`config.mk`:
```
export PLATFORM = sky130hd
export DESIGN_NAME = mem_access
export DESIGN_NICKNAME = d
export VERILOG_FILES = /design/src/rtl/mem_access.sv
export SDC_FILE = /design/constraint.sdc
export NUM_CORES = 1
export LEC_CHECK = 0
export ABC_CLOCK_PERIOD_IN_PS = 2300
export CORE_MARGIN = 2
export CORE_UTILIZATION = 45
export CTS_CLUSTER_DIAMETER = 40
export CTS_CLUSTER_SIZE = 25
export DETAILED_ROUTE_END_ITERATION = 8
export MAX_ROUTING_LAYER = met4
export PLACE_DENSITY = 0.85
export SLEW_MARGIN = 25
export SYNTH_ARGS = -nofsm -noshare
export SYNTH_HDL_FRONTEND = slang
export SYNTH_SLANG_ARGS = --single-unit
```
`constraint.sdc`:
```
create_clock -name clk -period 2.3 [get_ports clk]
set_input_delay 0.46 -clock clk [delete_from_list [all_inputs] [get_ports clk]]
set_output_delay 0.46 -clock clk [all_outputs]
set_load 0.01 [all_outputs]
```
`src/rtl/mem_access.sv`:
```
// mem_access: memory-access pipeline stage sitting right after execute.
//
// Takes the registered ALU result, store data and destination fields from
// execute. A non-memory op is registered straight through to the writeback /
// forwarding outputs in one cycle. An aligned load or store issues a single
// request on the data-memory req/ack bus and holds the pipeline (busy) until
// the ack arrives. A misaligned load or store sets a sticky error flag and is
// dropped without touching the bus.
//
// Handshake: dmem_req rises on the edge that accepts an aligned memory op.
// From then on req/we/addr/wdata stay constant until the edge on which
// dmem_ack=1 is sampled, after which req drops. dmem_rdata is valid only
// alongside dmem_ack. While busy is high the upstream stage holds its op
// stable, and that op is consumed on the first cycle busy is low.
//
// Ports:
//   clk, rst              clock, synchronous active-high reset
//   result_in             ALU result, which is also the memory address
//   mem_write_data_in     store data
//   write_reg_in          destination register
//   reg_write_in          op writes a register
//   mem_write_in          op is a store (wins if mem_read_in is also high)
//   mem_read_in           op is a load
//   dmem_req/we/addr/wdata  registered bus request
//   dmem_rdata, dmem_ack  bus response
//   result_mem, write_reg_mem, reg_write_mem  registered writeback/forwarding
//   busy                  high while a bus access is outstanding
//   misalign_err          sticky misaligned-access flag
module mem_access #(
  parameter int ADDR_W = 32
) (
  input  logic              clk,
  input  logic              rst,
  input  logic [31:0]       result_in,
  input  logic [31:0]       mem_write_data_in,
  input  logic [4:0]        write_reg_in,
  input  logic              reg_write_in,
  input  logic              mem_write_in,
  input  logic              mem_read_in,
  output logic              dmem_req,
  output logic              dmem_we,
  output logic [ADDR_W-1:0] dmem_addr,
  output logic [31:0]       dmem_wdata,
  input  logic [31:0]       dmem_rdata,
  input  logic              dmem_ack,
  output logic [31:0]       result_mem,
  output logic [4:0]        write_reg_mem,
  output logic              reg_write_mem,
  output logic              busy,
  output logic              misalign_err
);

  typedef enum logic {
    IDLE   = 1'b0,
    ACCESS = 1'b1
  } state_t;

  state_t              state_q;
  logic                dmem_req_q;
  logic                dmem_we_q;
  logic [ADDR_W-1:0]   dmem_addr_q;
  logic [31:0]         dmem_wdata_q;
  logic [31:0]         result_q;
  logic [4:0]          write_reg_q;
  logic                reg_write_q;
  logic                misalign_q;
  // Fields of the outstanding memory op, needed when the ack returns.
  logic [4:0]          lat_dest_q;
  logic                lat_reg_write_q;
  logic                lat_load_q;

  logic is_mem_op;
  logic aligned;

  assign is_mem_op = mem_read_in | mem_write_in;
  assign aligned   = (result_in[1:0] == 2'b00);

  always_ff @(posedge clk) begin
    if (rst) begin
      state_q         <= IDLE;
      dmem_req_q      <= 1'b0;
      dmem_we_q       <= 1'b0;
      dmem_addr_q     <= '0;
      dmem_wdata_q    <= '0;
      result_q        <= '0;
      write_reg_q     <= '0;
      reg_write_q     <= 1'b0;
      misalign_q      <= 1'b0;
      lat_dest_q      <= '0;
      lat_reg_write_q <= 1'b0;
      lat_load_q      <= 1'b0;
    end else begin
      case (state_q)
        IDLE: begin
          if (!is_mem_op) begin
            result_q    <= result_in;
            write_reg_q <= write_reg_in;
            reg_write_q <= reg_write_in && (write_reg_in != 5'd0);
          end else if (aligned) begin
            dmem_req_q      <= 1'b1;
            dmem_we_q       <= mem_write_in;
            dmem_addr_q     <= result_in[ADDR_W-1:0];
            dmem_wdata_q    <= mem_write_data_in;
            lat_dest_q      <= write_reg_in;
            lat_reg_write_q <= reg_write_in;
            // Read+write together is a store, so it never writes back.
            lat_load_q      <= mem_read_in & ~mem_write_in;
            reg_write_q     <= 1'b0;
            state_q         <= ACCESS;
          end else begin
            misalign_q  <= 1'b1;
            reg_write_q <= 1'b0;
          end
        end
        ACCESS: begin
          reg_write_q <= 1'b0;
          if (dmem_ack) begin
            dmem_req_q <= 1'b0;
            dmem_we_q  <= 1'b0;
            state_q    <= IDLE;
            if (lat_load_q) begin
              result_q    <= dmem_rdata;
              write_reg_q <= lat_dest_q;
              reg_write_q <= lat_reg_write_q && (lat_dest_q != 5'd0);
            end
          end
        end
        default: state_q <= IDLE;
      endcase
    end
  end

  assign busy          = (state_q == ACCESS);
  assign dmem_req      = dmem_req_q;
  assign dmem_we       = dmem_we_q;
  assign dmem_addr     = dmem_addr_q;
  assign dmem_wdata    = dmem_wdata_q;
  assign result_mem    = result_q;
  assign write_reg_mem = write_reg_q;
  assign reg_write_mem = reg_write_q;
  assign misalign_err  = misalign_q;

endmodule

```
==> flow_metrics.tcl <==
set metrics [dict create \
    status "completed" \
    multi_input_area_mm2 0.00235 \
    syn_area_per_cell_um2 10.9 \
    n_antenna_cell 0 \
    critPathMaxStageDelay_ns 0.64 \
    drc 0 \
    required_ns 1.84 \
    worst_pin_slew_ns 0.406 \
    end_kind "output pin" \
    antenna_found_initial 0 \
    crit_family "buffers and inverters" \
    ys_ff_latch 113 \
    area_growth_pct 58.0 \
    power.leakage_nw 2.66 \
    period_minus_slack_ns 2.14 \
    layout_common_cells "clkdlybuf4s50_1 (211), dfxtp_1 (112), nand2b_1 (77), mux2i_1 (75), nor3_1 (38)" \
    setup_viol_count_final 0 \
    holdPathStages 1 \
    postCtsSetupBuffers 0 \
    hp-class "register to register" \
    insertion_delay_ns 0.50 \
    fin_crit_sh 0.931 \
    crit_path_cell_trace "clkdlybuf4s50_1" \
    rsz0062_at_grt "no" \
    drt-total-wl_um 14000 \
    cts_tree "yes" \
    grt_usage 0.248 \
    fmax_mhz 467 \
    ys_warn_count 0 \
    seq_area_mm2 0.00226 \
    first_pass_iters 4 \
    maxCapViolCount 0 \
    cts_buffers 17 \
    syn-num-nets 551 \
    grt_pass1_wl_um 21900 \
    drive_gt1_frac 0.126 \
    ctsResizeCount 0 \
    cts.sink_count 113 \
    viasPerCell 5.34 \
    clockBufferDepth 2 \
    yosys-top-cells-area "dfxtp_1 (47%), mux2i_1 (15%), nand2b_1 (9.9%), a211oi_2 (7.7%), a32o_1 (6.2%)" \
    final_common_cell "clkdlybuf4s50_1" \
    htreeDepth 4 \
    path_buf_inv 1 \
    synth_top_area_frac 0.467 \
    io_buffers 212 \
    core_area_mm2 0.0104 \
    row_count 37 \
    place.gp.congestion 0.771 \
    holdPathEnd "dmem_addr[17]" \
    dieWidth_um 108 \
    hp-start "dmem_addr[17]" \
    synth_top_area_cell "dfxtp_1" \
    clk_pin_slew_ns 0.06 \
    critical_path_class "register to output pin" \
    hpwlAfterDp_um 10100 \
    startpoint "busy" \
    grt_start_max_net_pins 56 \
    hold_violations 0 \
    startpoint_type "register" \
    rr_worst_depth 4 \
    cts.hold.buffers_added 0 \
    yosysSeqAreaShare 0.467 \
    slowest_stage "clkdlybuf4s50_1" \
    syn_inst 444 \
    drt.antenna.violating_nets 0 \
    ir_drop_mv 0.485 \
    dieArea_mm2 0.0116 \
    die_y_um 108 \
    cp.arrival_ns 1.68 \
    grt_pass1_vias 4435 \
    power-per-cell-area_mw_per_mm2 747 \
    pre_cts_slack_ns 0.178 \
    wl_per_cell_um 17.6 \
    finalClockSkew_ns 0.0133 \
    syn-cell-area_mm2 0.00485 \
    setup_tns_ns 0 \
    setup_ws_ns 0.159 \
    via_count 4238 \
    grt-ovfl-total 0 \
    ys_types 28 \
    fill_cells 762 \
    top_level_ports 213 \
    cp_max_fo 14 \
    fin_nets 752 \
    slew_headroom 0.729 \
    cts-root-buf "clkbuf_8" \
    drt_iter0_markers 244 \
    slew_violations 0 \
    r2r-start "busy" \
    start_util 0.465 \
    reg2reg_setup_slack_ns 0.64 \
    rr_endpoint "result_mem[31]" \
]
[cell families after synthesis]
kind of cell	Yosys count	share of synthesized area
AND/OR/NAND/NOR	135	0.163
flip-flops	113	0.467
AO/OA/AOI/OAI	76	0.164
multiplexers	75	0.155
buffers and inverters	45	0.0524
[per-stage QoR]
| step | utilization | total power, mW | hold WS [ns] | instance area [µm²] | std cells |
|---|---|---|---|---|---|
| 6_report | 0.735 | 5.73 | 0.465 | 7660 | 794 |
| 5_1_grt | 0.735 | 5.94 | 0.481 | 7660 | 794 |
| 4_1_cts | 0.735 | 5.78 | 0.467 | 7660 | 794 |
| 3_5_place_dp | 0.676 | 3.07 | 0.453 | 7050 | 762 |
| 3_3_place_gp | 0.676 | 3.04 | 0.444 | 7050 | 762 |
| 2_1_floorplan | - | 2.58 | 0.454 | 4850 | 444 |
[layout make-up]
class | count | area share
Timing Repair Buffer | 225 | 0.294
Tap cell | 136 | 0.0222
Clock buffer | 19 | 0.0577
Inverter | 2 | 0.000980
Multi-Input combinational cell | 286 | 0.307
Clock inverter | 13 | 0.0227
Sequential cell | 113 | 0.295
[worst max-delay path by stage]
| stage | to | cells past startpoint |
|---|---|---|
| CTS | busy | 1 |
| floorplan | dmem_wdata[15] | 5 |
| detailed placement | dmem_addr[5] | 5 |
| finish | busy | 1 |
| global route | busy | 1 |
| global placement | dmem_addr[19] | 5 |
[metal layers]
layer	routed length (µm)	track usage	up-vias
met1	5660	0.277	2007
met5	0	-	-
met4	249	0.0897	0
li1	-	-	2024
met3	1060	0.0666	20
met2	6990	0.425	187
[state kept, by name (all words and copies together) (netlist names)]
| register | cells |
|---|---|
| dmem_addr | 32 |
| result_mem | 32 |
| dmem_req | 1 |
| lat_dest_q | 5 |
| dmem_wdata | 32 |
| dmem_we | 1 |
| write_reg_mem | 5 |
| lat_reg_write_q | 1 |
| reg_write_mem | 1 |
| busy | 1 |
| lat_load_q | 1 |
| misalign_err | 1 |
[Yosys cell counts]
| library cell | number |
|---|---|
| o41ai_1 | 1 |
| o21ba_2 | 1 |
| dfxtp_1 | 113 |
| buf_2 | 23 |
| nor2_1 | 4 |
| nor3_1 | 39 |
| a211oi_2 | 30 |
| inv_1 | 2 |
| a32o_1 | 30 |
| nor3b_1 | 1 |
| o22ai_1 | 1 |
| or4_1 | 2 |
| buf_6 | 6 |
| o211ai_1 | 1 |
| mux2i_1 | 75 |
| a21oi_2 | 1 |
| nand3b_1 | 1 |
| and2_1 | 2 |
| buf_4 | 3 |
| or2_1 | 2 |
| nand2b_1 | 77 |
| a21oi_1 | 3 |
| clkbuf_1 | 11 |
| and3_1 | 1 |
| a221oi_1 | 1 |
| a211oi_1 | 7 |
| nor3_2 | 2 |
| nand2_1 | 4 |
[where the power goes]
part | switching (mW) | leakage [nW] | internal (mW)
clock | 0.974 | 0.292 | 1.73
sequential | 0.0689 | 0.925 | 2.07
combinational | 0.370 | 1.45 | 0.515
total | 1.41 | 2.66 | 4.31
(Power assumes the default switching activity.)
